--- config.mk ---
export PLATFORM = sky130hd
export DESIGN_NAME = wb_write_queue
export DESIGN_NICKNAME = d
export VERILOG_FILES = /design/src/rtl/wb_write_queue.sv
export SDC_FILE = /design/constraint.sdc
export NUM_CORES = 1
export LEC_CHECK = 0
export ABC_AREA = 1
export CAP_MARGIN = 15
export CELL_PAD_IN_SITES_DETAIL_PLACEMENT = 0
export CELL_PAD_IN_SITES_GLOBAL_PLACEMENT = 1
export CORE_UTILIZATION = 30
export CTS_CLUSTER_DIAMETER = 120
export DETAILED_ROUTE_END_ITERATION = 6
export HOLD_SLACK_MARGIN = 0.1
export PLACE_DENSITY_LB_ADDON = 0.1
export SYNTH_ARGS = -nofsm -noshare
export SYNTH_HDL_FRONTEND = slang
export SYNTH_SLANG_ARGS = --single-unit
export TNS_END_PERCENT = 1
--- constraint.sdc ---
create_clock -name clk -period 3.7 [get_ports clk]
set_input_delay 0.925 -clock clk [delete_from_list [all_inputs] [get_ports clk]]
set_output_delay 0.925 -clock clk [all_outputs]
set_load 0.02 [all_outputs]
--- src/rtl/wb_write_queue.sv ---
// Writeback queue: arbitrates int/FP results into a DEPTH-entry FIFO and drains one register file write per cycle. Optional macro: WB_BYPASS_EN.
// Latency: accept at edge N reaches regWrite after edge N+1 (after edge N with WB_BYPASS_EN and an empty, unheld queue).
// Backpressure: int_ready/fp_ready drop when the FIFO is full with no same-cycle pop; rf_hold stalls the drain only.
module wb_write_queue #(
  parameter int DEPTH  = 4,
  parameter int DATA_W = 32,
  parameter int ADDR_W = 6,
  localparam int PTR_W = $clog2(DEPTH),
  localparam int CNT_W = PTR_W + 1
) (
  input  logic              clk,
  input  logic              reset,
  input  logic              int_valid,
  output logic              int_ready,
  input  logic [ADDR_W-1:0] int_reg,
  input  logic [DATA_W-1:0] int_data,
  input  logic              fp_valid,
  output logic              fp_ready,
  input  logic [ADDR_W-1:0] fp_reg,
  input  logic [DATA_W-1:0] fp_data,
  input  logic              rf_hold,
  output logic [ADDR_W-1:0] writeReg,
  output logic [DATA_W-1:0] writeData,
  output logic              regWrite,
  output logic              float,
  input  logic [ADDR_W-1:0] chk_reg,
  input  logic              chk_float,
  output logic              chk_pending,
  output logic [CNT_W-1:0]  count
);

  typedef struct packed {
    logic              isFloat;
    logic [ADDR_W-1:0] addr;
    logic [DATA_W-1:0] data;
  } wbEntry_t;

  wbEntry_t         mem [DEPTH];
  wbEntry_t         accEntry;
  wbEntry_t         head;
  logic [PTR_W-1:0] rdPtr;
  logic [PTR_W-1:0] wrPtr;
  logic [PTR_W-1:0] idx;
  logic             rrFavInt;
  logic             pop;
  logic             space;
  logic             intWin;
  logic             fpWin;
  logic             accept;
  logic             enq;
  logic             push;
  logic             bypass;
  logic             hit;

  assign pop   = (count != '0) && !rf_hold;
  // A full queue still takes a new entry when the head leaves in the same cycle.
  assign space = (count < CNT_W'(DEPTH)) || pop;
  assign head  = mem[rdPtr];

  // Round-robin grant: one accept per cycle, the producer not served last wins a tie.
  always_comb begin
    intWin = !reset && space && int_valid && (!fp_valid || rrFavInt);
    fpWin  = !reset && space && fp_valid  && (!int_valid || !rrFavInt);
  end

  assign int_ready = intWin;
  assign fp_ready  = fpWin;
  assign accept    = intWin || fpWin;

  // Select the accepted entry; integer register 0 is acknowledged but dropped.
  always_comb begin
    accEntry.isFloat = fpWin;
    accEntry.addr    = intWin ? int_reg  : fp_reg;
    accEntry.data    = intWin ? int_data : fp_data;
    enq              = accept && !(intWin && (int_reg == '0));
`ifdef WB_BYPASS_EN
    bypass           = (count == '0) && !rf_hold && accept && (accEntry.addr != '0);
`else
    bypass           = 1'b0;
`endif
    push             = enq && !bypass;
  end

  // FIFO storage; contents are only meaningful between rdPtr and rdPtr+count.
  always_ff @(posedge clk) begin
    if (push) mem[wrPtr] <= accEntry;
  end

  // Pointers, occupancy and round-robin state.
  always_ff @(posedge clk) begin
    if (reset) begin
      wrPtr    <= '0;
      rdPtr    <= '0;
      count    <= '0;
      rrFavInt <= 1'b1;
    end else begin
      if (push) wrPtr <= wrPtr + PTR_W'(1);
      if (pop)  rdPtr <= rdPtr + PTR_W'(1);
      count <= count + CNT_W'(push) - CNT_W'(pop);
      if (accept) rrFavInt <= fpWin;
    end
  end

  // Registered write port: regWrite pulses per drained entry, address/data hold otherwise.
  always_ff @(posedge clk) begin
    if (reset) begin
      regWrite  <= 1'b0;
      writeReg  <= '0;
      writeData <= '0;
      float     <= 1'b0;
    end else if (bypass) begin
      regWrite  <= 1'b1;
      writeReg  <= accEntry.addr;
      writeData <= accEntry.data;
      float     <= accEntry.isFloat;
    end else if (pop) begin
      regWrite  <= 1'b1;
      writeReg  <= head.addr;
      writeData <= head.data;
      float     <= head.isFloat;
    end else begin
      regWrite  <= 1'b0;
    end
  end

  // Hazard lookup over occupied entries and the live output stage; int r0 never hazards.
  always_comb begin
    hit = 1'b0;
    idx = '0;
    for (int i = 0; i < DEPTH; i++) begin
      idx = rdPtr + PTR_W'(i);
      if ((CNT_W'(i) < count) && (mem[idx].addr == chk_reg) && (mem[idx].isFloat == chk_float))
        hit = 1'b1;
    end
    if (regWrite && (writeReg == chk_reg) && (float == chk_float)) hit = 1'b1;
    if ((chk_reg == '0) && !chk_float) hit = 1'b0;
  end

  assign chk_pending = hit;

endmodule

==> metrics, run 1 <==
status=finished clean; Post-DRT Antenna Nets=0; core box area=0.0310 sq mm; WS Path Type=flip-flop to output pin; detailed-route via count=7543; max-cap violations=0; Util after Layout=0.398; Setup Skew=0.0154 ns; post-detail-place hpwl=17500 um; Largest delay share family, worst path=simple AND/OR/NAND/NOR gates; Root Driver=clkbuf_16; post-DR wirelength/cell=16.3 um; layout cells sized above 1=0.0805; setup slack, reg-to-reg=1.48 ns; Filler Cells Inserted=3121; Syn. warnings=0; # nets final=1320; switching power total=0.00287 W; GRT overflow=0; Initial Util=0.308; Buf/Inv on CP=3; Final min period=3.52 ns; Comb power frac=0.332; CTS resizes=2; Critical Path RT=2.77 ns; 1st-iter DRT viols=412; Pwr per Cell Area=655 mW/mm^2; first-pass detailed-route iteration total=4; critical-path cell list=buf_4 > inv_6 > nand2_4 > nand2_4 > nand2_1 > nand2_1 > nand2_1 > nand2_1 > nand2_1 > nor2_1 > nand2_1 > nand2_1 > nand2_1 > a21oi_2 > dlygate4sd2_1; worst vdd ir=0.306 mV; Lkg Pwr=4.98 nW; Port Buffers=133; Post-Syn Area=0.00955 sq mm; CP arrival=2.60 ns; Crit. End Element=output pin; register area=0.00570 sq mm; drt drc=0; DR vias/cell=4.61; largest net degree at the start of global routing=85; number of post-CTS setup repair buffers=0; f_max=284 MHz; Setup Viol. Count Final=0; Post-CTS Hold Buffers=0; final hold violations=0; initial antenna violation count=0; footprint of the multi-input gates=0.00337 sq mm; I/O pin count=134; Sw Share=0.355; total wire length=26700 um; TNS Setup=0 ns; aggregate global-route resource usage=0.164; number of buffers created by CTS=25; Startpoint Class=flip-flop; DIE WIDTH=180 um; Synth Register Bits=206; Clock Path Buffers=3; RSZ-0062 raised after global routing=no; Hold Path Class=flip-flop to flip-flop; critical path's most frequent cell=nand2_1; vias in the first global route=7359; CP peak stage delay=0.36 ns; Sequential Power Share=0.372; CTS tree=yes; CTS H-tree lvls=1; power share of the clock group=0.296; period utilization=0.952; max-slew violation count=0; clk_lat worst skew=0.53 ns; Seq/Total Area, Yosys=0.595; critical path's slowest cell=dfxtp_2; Clock transition at path regs=0.06 ns; crit path max fanout=17; Slew @ Worst Pin=0.866 ns; Synth Net Count=1176; first-pass GRT wire length=41400 um; Internal Pwr Total=0.00521 W; Die Y=180 um; Post-Syn Instances=1079; site row count=64; Max transition margin=0.423; Die ar.=0.0326 sq mm; Final Hold Slack=0.517 ns; Area Overhead vs Synth=29.1%; mean area per synthesized cell=8.85 sq um; Post-Layout Inst Area=0.0123 sq mm; placed inst area=0.0115 sq mm; Synth cell types=28; Ant. Diodes=0; TritonCTS Sinks=206; routability cong.=0.830
-- cell type report --
| type | instances | share of cell area |
|---|---|---|
| Clock buffer | 36 | 0.0549 |
| Clock inverter | 10 | 0.0100 |
| Inverter | 58 | 0.0185 |
| Multi-Input combinational cell | 757 | 0.274 |
| Sequential cell | 206 | 0.462 |
| Tap cell | 396 | 0.0402 |
| Timing Repair Buffer | 175 | 0.141 |
-- worst paths after layout --
path,from,end,depth (start not counted)
max,rdPtr[1],chk_pending,15
min,rrFavInt,rrFavInt,2
max reg2reg,count[2],count[2],13
min reg2reg,rrFavInt,rrFavInt,2
-- cells in the final DEF (no fill, tap or decap), drive strengths merged --
cell	synthesis	layout
o22ai	2	2
o2111ai	1	1
nor4	2	2
a31oi	33	33
inv	58	60
clkdlybuf4s50	0	129
o211ai	1	1
xnor2	2	2
nand4	4	4
ha	8	8
a21oi	17	17
dlygate4sd2	0	1
o21ai	114	114
dlymetal6s2s	0	2
clkinv	0	5
dfxtp	50	50
xor2	2	2
fa	1	1
nand2	369	369
buf	24	43
clkbuf	34	36
nand3	47	47
nor2	154	154
clkinvlp	0	1
edfxtp	156	156
bufinv	0	2
-- worst reg2reg max path, cell delays in order (launching register included) --
cell	delay, ns
dfxtp_1	0.32
a21oi_1	0.13
buf_4	0.14
nand3_2	0.09
inv_2	0.12
nand2_1	0.07
nand2_1	0.09
inv_1	0.10
ha_1	0.28
inv_1	0.04
ha_1	0.18
fa_1	0.38
xor2_1	0.14
nor2_1	0.05
-- layer usage --
layer  GRT usage  up-vias  routed length (um)  share of wire
li1            -     3873                   -              -
met1       0.207     3485               12100           0.45
met2       0.293      145               13100           0.49
met3      0.0257       40                 978          0.037
met4      0.0410        0                 599          0.022
met5           0        -                   0              0
-- state kept, by name, summed over array words and instances (netlist names), named ones only --
signal	count
writeReg	6
rdPtr	2
writeData	32
count	3
wrPtr	2
regWrite	1
float	1
rrFavInt	1
mem	156
-- cells in the mapped netlist, drive strengths merged --
master | n | area share
nor4 | 2 | 0.0013
edfxtp | 156 | 0.49
o22ai | 2 | 0.0013
inv | 58 | 0.024
nand2 | 369 | 0.15
nand4 | 4 | 0.0026
ha | 8 | 0.010
xor2 | 2 | 0.0018
a31oi | 33 | 0.022
xnor2 | 2 | 0.0018
o21ai | 114 | 0.060
fa | 1 | 0.0021
o211ai | 1 | 0.00079
o2111ai | 1 | 0.00092
nand3 | 47 | 0.025
clkbuf | 34 | 0.013
buf | 24 | 0.020
dfxtp | 50 | 0.10
nor2 | 154 | 0.061
a21oi | 17 | 0.0093
-- power by group through the flow --
stage	registers (W)	logic (W)	clock network [W]
global route	0.00304	0.00302	0.00252
finish	0.00301	0.00268	0.00239
global placement	0.00306	0.00274	0
CTS	0.00301	0.00274	0.00245
floorplan	0.00317	0.00158	0
detailed placement	0.00305	0.00273	0
-- metrics by stage --
stage	total power, W	std cells	worst slack (ns)
CTS	0.00820	1638	0.0954
global route	0.00858	1638	0.0238
finish	0.00808	1638	0.176
global placement	0.00579	1592	-0.141
floorplan	0.00475	1079	0.0681
detailed placement	0.00578	1592	-0.153
-- kinds of logic (layout without fill, tap and decap cells) --
group | count (synthesis) | in the layout | synth area share
buffers and inverters | 116 | 279 | 0.0570
flip-flops | 206 | 206 | 0.595
XOR/XNOR | 4 | 4 | 0.00367
AO/OA/AOI/OAI | 168 | 168 | 0.0936
AND/OR/NAND/NOR | 576 | 576 | 0.238
adder cells (fa/ha/maj) | 9 | 9 | 0.0126
(Power assumes the default switching activity.)
==> inputs of run 2 (changes only) <==
--- a/config.mk
+++ b/config.mk
@@ -6,7 +6,7 @@
 export NUM_CORES = 1
 export LEC_CHECK = 0
 export ABC_AREA = 1
-export CAP_MARGIN = 15
+export CAP_MARGIN = 10
 export CELL_PAD_IN_SITES_DETAIL_PLACEMENT = 0
 export CELL_PAD_IN_SITES_GLOBAL_PLACEMENT = 1
 export CORE_UTILIZATION = 30
==> results of run 2 <==
Same layout as run 1: the final DEF is identical, and so are final timing and power.
==> inputs of run 3 (changes only) <==
==> constraint.sdc (replaced) <==
create_clock -name clk -period 4.2 [get_ports clk]
set_input_delay 1.05 -clock clk [delete_from_list [all_inputs] [get_ports clk]]
set_output_delay 1.05 -clock clk [all_outputs]
set_load 0.02 [all_outputs]
==> run 3 against run 2 <==
Clock-buffer cell count rose by 4. Global-route usage rose by 0.21 points. Die area did not move. Flip-flop and latch count did not move. Clock power fell by 9.2%. Sequential power fell by 12%. Largest power group unchanged. Combinational power fell by 13%. Utilization fell by 0.29 points. Register-to-register slack improved by 0.33 ns. Final cell count fell by 0.55%. Critical endpoint unchanged.
==> metrics, run 3 (synthesis results as in run 1) <==
status=finished clean (unchanged); Hold Path Class=flip-flop to flip-flop (unchanged); CTS H-tree lvls=1 (unchanged); aggregate global-route resource usage=0.167 (was 0.164); Crit. End Element=output pin (unchanged); M2 GR Usage=0.291 (was 0.293); Top reg by flops=mem (unchanged); Largest regs=mem: 156 flops, writeData: 32 flops, writeReg: 6 flops (unchanged); DR vias/cell=4.58 (was 4.61); total wire length=27000 um (was 26700 um); Initial Util=0.308 (unchanged); RSZ-0062 raised after global routing=no (unchanged); Top Usage Layer GRT=met2 (unchanged); detailed-route via count=7458 (was 7543); most common cell after layout, fill and taps aside=nand2_1 (unchanged); Clock transition at path regs=0.05 ns (was 0.06 ns); Max transition margin=0.399 (was 0.423); DIE WIDTH=180 um (unchanged); worst-case reg-to-reg path depth=11 (was 13); vias in the first global route=7288 (was 7359); crit path max fanout=5 (was 17); Startpoint Class=primary input (was flip-flop); largest net degree at the start of global routing=85 (unchanged); max-cap violations=0 (unchanged); RR Startpoint=count[2] (unchanged); number of buffers created by CTS=25 (unchanged); WS Path Type=primary input to output pin (was flip-flop to output pin); layout cells sized above 1=0.0762 (was 0.0805); Setup Viol. Count Final=0 (unchanged); setup slack, reg-to-reg=1.81 ns (was 1.48 ns); routability cong.=0.848 (was 0.830); Worst Hold Endpoint=wrPtr[0] (was rrFavInt); Ant. Diodes=0 (unchanged); CP arrival=2.98 ns (was 2.60 ns); first-pass GRT wire length=41800 um (was 41400 um); pre-CTS setup slack=0.0385 ns (was -0.153 ns); CTS tree=yes (unchanged); 1st-iter DRT viols=345 (was 412); post-DR wirelength/cell=16.5 um (was 16.3 um); Filler Cells Inserted=3098 (was 3121); Slew @ Worst Pin=0.902 ns (was 0.866 ns); hold wc startpoint=wrPtr[0] (was rrFavInt); Clock Path Buffers=3 (unchanged); Pwr per Cell Area=584 mW/mm^2 (was 655 mW/mm^2); f_max=248 MHz; Post-DRT Antenna Nets=0 (unchanged); Critical Path RT=3.15 ns (was 2.77 ns); final hold violations=0 (unchanged); Setup Skew=0.0221 ns (was 0.0154 ns); Root Driver=clkbuf_16 (unchanged); initial antenna violation count=0 (unchanged); met3 GRT Util=0.0265 (was 0.0257); Die Y=180 um (unchanged); most frequent cells in the layout=362 x nand2_1, 156 x edfxtp_1, 150 x nor2_1 (unchanged); placed cells=1583 (was 1592); terminus of the critical flop-to-flop path=count[2] (unchanged); post-detail-place hpwl=17800 um (was 17500 um); met1 usage=0.217 (was 0.207); first-pass detailed-route iteration total=5 (was 4); site row count=64 (unchanged); GRT overflow=0 (unchanged); core box area=0.0310 sq mm (unchanged); I/O pin count=134 (unchanged); period utilization=0.960; worst vdd ir=0.302 mV (was 0.306 mV); TritonCTS Sinks=206 (unchanged); clk_lat worst skew=0.54 ns (was 0.53 ns); setup slack after layout=0.170 ns (was 0.176 ns); Port Buffers=133 (unchanged); Final min period=4.03 ns; Area Overhead vs Synth=28.2% (was 29.1%); Lkg Pwr=4.93 nW (was 4.98 nW); hold depth=1 (was 2); Die ar.=0.0326 sq mm (unchanged); final non-filler cell total=1629 (was 1638); TNS Setup=0 ns (unchanged); # nets final=1311 (was 1320); drt drc=0 (unchanged); Largest register FFs=156 (unchanged); max-slew violation count=0 (unchanged)
-- run 3: worst max path at each step --
stage                           from          end  slack, ns  cells after the start
after detailed placement   chk_float  chk_pending       0.04                     12
final                     chk_reg[1]  chk_pending       0.17                     12
after CTS                   rdPtr[0]  chk_pending      0.007                     14
after floorplan              rf_hold    mem[0][0]       0.44                      7
after global routing        rdPtr[0]  chk_pending       0.01                     14
after global placement     chk_float  chk_pending       0.06                     12
-- run 3: cell type report --
class	count	area, sq um	area share
multi-input cells	757	3370	0.276
well taps	396	495	0.0405
flip-flops and latches	206	5690	0.465
clock inverters	6	97.6	0.00797
repair buffers	166	1610	0.132
clock buffers	40	742	0.0606
inverters	58	231	0.0189
-- run 3: timing repair --
item,in CTS,in global routing
hold buffers,0,0
resized for setup,0,8
buffers inserted,0,0
endpoints found under the hold margin,0,0
setup endpoints to repair,0,1
-- run 3: through the flow --
step,cell area (sq um),hold slack (ns),util,power [W]
floorplan,9550,0.463,-,0.00419
global placement,11400,0.494,0.367,0.00508
detailed placement,11400,0.503,0.367,0.00507
CTS,12200,0.516,0.395,0.00726
global route,12200,0.559,0.395,0.00762
finish,12200,0.507,0.395,0.00715
-- run 3: per-layer routing --
| layer | routed length (um) | part of all wire |
|---|---|---|
| met4 | 419 | 0.016 |
| met2 | 13100 | 0.49 |
| met3 | 1120 | 0.042 |
| met5 | 0 | 0 |
| met1 | 12300 | 0.46 |
-- run 3: worst max-delay path, cell delays in order --
cell and delay (ns):
clkdlybuf4s50_1 0.60, inv_2 0.10, nand2_1 0.07, nand2_1 0.04, inv_1 0.04, nand2_1 0.05, nor2_1 0.08, nand2_1 0.05
nand2_1 0.07, nand2_1 0.06, a21oi_2 0.14, clkdlybuf4s50_1 0.61
-- run 3: report_power, final --
part	switching, W	internal [W]	leakage (nW)	total, W
logic	0.00151	0.000828	2.68	0.00234
clock network	0.000836	0.00133	0.409	0.00217
registers	0.000158	0.00249	1.84	0.00264
total	0.00250	0.00465	4.93	0.00715
==> variant 1, RTL diff (settings of run 3) <==
Reset style: asynchronous (`reset`), changed in 2 clocked blocks.
--- a/src/rtl/wb_write_queue.sv
+++ b/src/rtl/wb_write_queue.sv
@@ -88,5 +88,5 @@
 
   // Pointers, occupancy and round-robin state.
-  always_ff @(posedge clk) begin
+  always_ff @(posedge clk or posedge reset) begin
     if (reset) begin
       wrPtr    <= '0;
@@ -103,5 +103,5 @@
 
   // Registered write port: regWrite pulses per drained entry, address/data hold otherwise.
-  always_ff @(posedge clk) begin
+  always_ff @(posedge clk or posedge reset) begin
     if (reset) begin
       regWrite  <= 1'b0;
Check against the original RTL: differs if reset is asserted again (counterexample within 4 cycles, from zero or initial values and one cycle with reset high); with reset held inactive, the same outputs for 4 cycles.
==> variant 1 against run 3 <==
Setup slack better by 190 ps; routed wire length shrank 12%; global-route usage shrank 1.1 points; clock skew rose by 5.0 ps; sequential cell count shrank 2; synthesized area is 3.6% lower; final area down 2.1%; total power increased by 16%; critical path type unchanged; largest power group is now combinational logic.
==> variant 1: results (changes against run 3) <==
[routing]
drt-total-wl_microns = 23800  ; -12%
routedWlPerCell_microns = 17.0  ; +2.7%
viasPerCell = 4.58  ; about the same
drtIter0Drc = 302  ; -12%
first_pass_iters = 5  ; unchanged

[logic_synthesis]
synth_common_cells = nand2_1 (326), edfxtp_1 (156), mux2_2 (70)
ys_async_sr_fraction_pct = 23.5  ; +24 points
yosys-top-cells-area = edfxtp_1 (51%), nand2_1 (13%), dfrtp_1 (13%)
avgSynthCellArea_sq_um = 11.0  ; +24%
synth_cell_types = 29  ; +3.6%
yosysWarnings = 0  ; unchanged
synth_fp_nets = 936  ; -20%
synth_edf_count = 156  ; unchanged
yosysSeqAreaShare_pct = 63.9  ; +4.4 points

[clocking]
path_clk_slew_ps = 60
numCtsBuffers = 23  ; -8.0%
cts-root-buf = clkbuf_16
clock_latency_ps = 530
clock_path_buffers = 3  ; unchanged

[power_and_ir_drop]
leakage_nw = 4.71  ; -4.5%
vdd_drop_max_mv = 0.299  ; -1.2%

[cells_and_area]
layout-drive-gt1-share_pct = 15.3  ; +7.7 points
reg.largest.list = mem: 156 flops, writeData: 32 flops, writeReg: 6 flops
fin_nets = 1088  ; -17%
diodes = 0  ; unchanged

[setup_path]
critPathMaxFanout = 5  ; unchanged
cp.arrival_ps = 2790  ; -190 ps

[placement]
dp_cells = 1356  ; -14%
gp_congestion = 0.804  ; -5.2%
port-buffer-count = 133  ; unchanged
placed_cell_area_sq_um = 11100  ; -2.3%
dp_hpwl_microns = 15800  ; -11%

[global_routing]
met3_usage_pct = 2.28  ; -0.37 points
grt_pass1_wl_microns = 37000  ; -12%
grt_use_met2_pct = 27.4  ; -1.7 points
track_usage_pct = 15.6  ; -1.1 points
use_met1_pct = 20.1  ; -1.7 points
antenna_found_initial = 0  ; unchanged
first_global_vias = 6403  ; -12%
grt_max_degree = 51  ; -40%

[min_path]
hold_class = reg2reg

[status]
outcome = finished clean

[sta]
slew_headroom_pct = 32.8  ; -7.1 points
setup_viol = 0  ; unchanged
skew_ps = 27.1  ; +5.00 ps

==> variant 1: logic make-up after synthesis <==
| kind of cell | after synthesis | share of synthesized area, % |
|---|---|---|
| AO/OA/AOI/OAI | 20 | 1.20 |
| multiplexers | 70 | 8.56 |
| buffers and inverters | 72 | 3.68 |
| AND/OR/NAND/NOR | 459 | 20.8 |
| flip-flops | 204 | 63.9 |
| adder cells (fa/ha/maj) | 9 | 1.30 |
| XOR/XNOR | 5 | 0.476 |
==> variant 1: stage by stage <==
stage               power, mW  worst slack [ps]
finish                   8.31               360
global route             8.85               246
CTS                      8.44              36.8
detailed placement       6.22              87.7
global placement         6.23              71.2
floorplan                4.96               351
==> variant 1: area by class of cell <==
class,instances,area (sq um)
Fill cell,2934,18000
Sequential cell,204,5890
Multi-Input combinational cell,563,3040
Timing Repair Buffer,161,1580
Clock buffer,29,648
Tap cell,390,488
Clock inverter,13,191
Inverter,38,150
==> variant 1: final timing paths <==
kind,from,end,slack [ps],cells after the start
worst max-delay path,rf_hold,int_ready,360,5
worst max register to register,count[2]$_DFF_PP0_,mem[1][1]$_DFFE_PP_,1410,8
worst min register to register,writeData[13]$_DFFE_PP0P_,writeData[13]$_DFFE_PP0P_,510,1
min in group asynchronous,reset,wrPtr[0]$_DFFE_PP0P_,1010,2
max in group asynchronous,reset,writeData[1]$_DFFE_PP0P_,2480,3
worst min-delay path,writeData[13]$_DFFE_PP0P_,writeData[13]$_DFFE_PP0P_,510,1
==> variant 1: metal layers <==
layer  vias up  wire length [microns]
met2       141                  11800
li1       3178                      -
met3        31                    900
met4         0                    413
met5         -                      0
met1      3053                  10700
==> variant 1: critical path, stage by stage <==
cell             delay, ps
clkdlybuf4s50_1        460
a21oi_1                240
nand2_1                120
a21oi_4                250
clkdlybuf4s50_1        660
==> variant 1: report_power, final <==
group	switching (mW)	internal [mW]	leakage (nW)
logic	1.99	1.26	2.30
registers	0.217	2.67	1.99
clock network	0.833	1.35	0.419
==> variant 1: what timing repair did <==
item	CTS	global route
buffers inserted	0	0
gates resized for setup	2	4
endpoints found under the setup margin	1	1
endpoints found under the hold margin	0	0
==> variant 2, RTL diff (config.mk and constraints of run 3) <==
Without the edit above. Set the parameter `DEPTH` to 8 (it was 4).
--- a/src/rtl/wb_write_queue.sv
+++ b/src/rtl/wb_write_queue.sv
@@ -3,5 +3,5 @@
 // Backpressure: int_ready/fp_ready drop when the FIFO is full with no same-cycle pop; rf_hold stalls the drain only.
 module wb_write_queue #(
-  parameter int DEPTH  = 4,
+  parameter int DEPTH  = 8,
   parameter int DATA_W = 32,
   parameter int ADDR_W = 6,
Interface: changed (resized count); port bits go from 134 to 135. The function was not compared with the original's and may differ.
==> variant 2 against run 3 <==
Final area rose by 77%; setup slack got worse by 14 ps; maximum frequency fell by 0.35%; clock skew rose by 4.7 ps; synthesized area rose by 84%; utilization fell by 2.1 points; clock power rose by 76%; via count rose by 89%; count of clock-buffer cells in the layout rose by 11; hold slack improved by 3.5 ps; routed wire length rose by 120%; sequential cell count rose by 160; total power rose by 100%; non-clock buffer count rose by 52.
==> variant 2: results (changes against run 3) <==
[cells_and_area]
seq_area_share_pct = 48.4  ; +1.9 points
inv_count = 81  ; +40%
nonClkBufAreaFrac_pct = 9.93  ; -3.2 points
fin_nets = 2135  ; +63%
reg.largest.list = mem: 312 flops, writeData: 32 flops, writeReg: 6 flops
multi_input_area_share_pct = 29.1  ; +1.5 points

[power_and_ir_drop]
switching_share_pct = 40.4  ; +5.3 points
vdd_drop_max_mv = 0.279  ; -7.7%

[routing]
wl_met3_microns = 2770  ; +150%
routedLengthMet1_microns = 27800  ; +130%

[logic_synthesis]
synth_edf_count = 312  ; +100%
synth_top_area_share_pct = 53.4  ; +4.3 points
yosysSeqAreaShare_pct = 59.5  ; about the same
synth_area_sq_um = 17600  ; +84%

[setup_path]
critPathMaxFanout = 10  ; +5
crit_type = reg2out
cp.arrival_ps = 2990  ; about the same
r2r_slack_ps = 830  ; -980 ps

[global_routing]
track_usage_pct = 20.3  ; +3.6 points
grt_max_degree = 79  ; -7.1%
antenna_found_initial = 1  ; +1
first_global_vias = 13700  ; +88%

[clocking]
post_cts_buffers = 4  ; +4
numCtsBuffers = 43  ; +72%

[placement]
pre_cts_ws_ps = -132  ; -171 ps
gp_congestion = 0.865  ; +2.0%
placed_cell_area_sq_um = 20100  ; +77%

[status]
outcome = finished clean

[variant 2: changes by cell type after synthesis, moves of 31 or more]
| cell | before | now |
|---|---|---|
| nand2_1 | 362 | 475 |
| nor2_1 | 154 | 197 |
| o22ai_1 | 2 | 33 |
| a31oi_1 | 33 | 0 |
| o221ai_1 | 0 | 32 |
| nand3_1 | 47 | 254 |
| a21oi_1 | 16 | 56 |
| edfxtp_1 | 156 | 312 |
| o21ai_0 | 112 | 207 |
[variant 2: critical path: stages (launching register included)]
cell      delay (ps)
dfxtp_2          310
inv_1            570
nand3_1          320
nand2_1          330
nand2_1          150
nand2_1           80
inv_1             30
nand2_1          100
nor2_1            50
nand2_1           60
nand2_1           40
nor2_1           120
a21oi_2           80
clkbuf_2         160
[variant 2: through the flow]
| stage | power [mW] | instances |
|---|---|---|
| 2_1_floorplan | 8.35 | 1888 |
| 3_3_place_gp | 10.7 | 2753 |
| 3_5_place_dp | 10.7 | 2753 |
| 4_1_cts | 14.6 | 2836 |
| 5_1_grt | 15.3 | 2836 |
| 6_report | 14.4 | 2836 |
[variant 2: power by group through the flow]
| stage | sequential, mW | clock, mW | combinational [mW] |
|---|---|---|---|
| 2_1_floorplan | 4.76 | 0 | 3.59 |
| 3_3_place_gp | 4.66 | 0 | 6.03 |
| 3_5_place_dp | 4.66 | 0 | 6.01 |
| 4_1_cts | 4.59 | 3.94 | 6.08 |
| 5_1_grt | 4.61 | 4.07 | 6.66 |
| 6_report | 4.58 | 3.83 | 6.00 |
[variant 2: cells by family (layout without fill, tap and decap cells)]
kind of cell / count (synthesis) / in the layout
simple gates: 948 / 948
xor+xnor: 10 / 10
compound gates: 359 / 359
fa+ha+maj: 10 / 10
buf+inv: 195 / 378
flops: 366 / 366
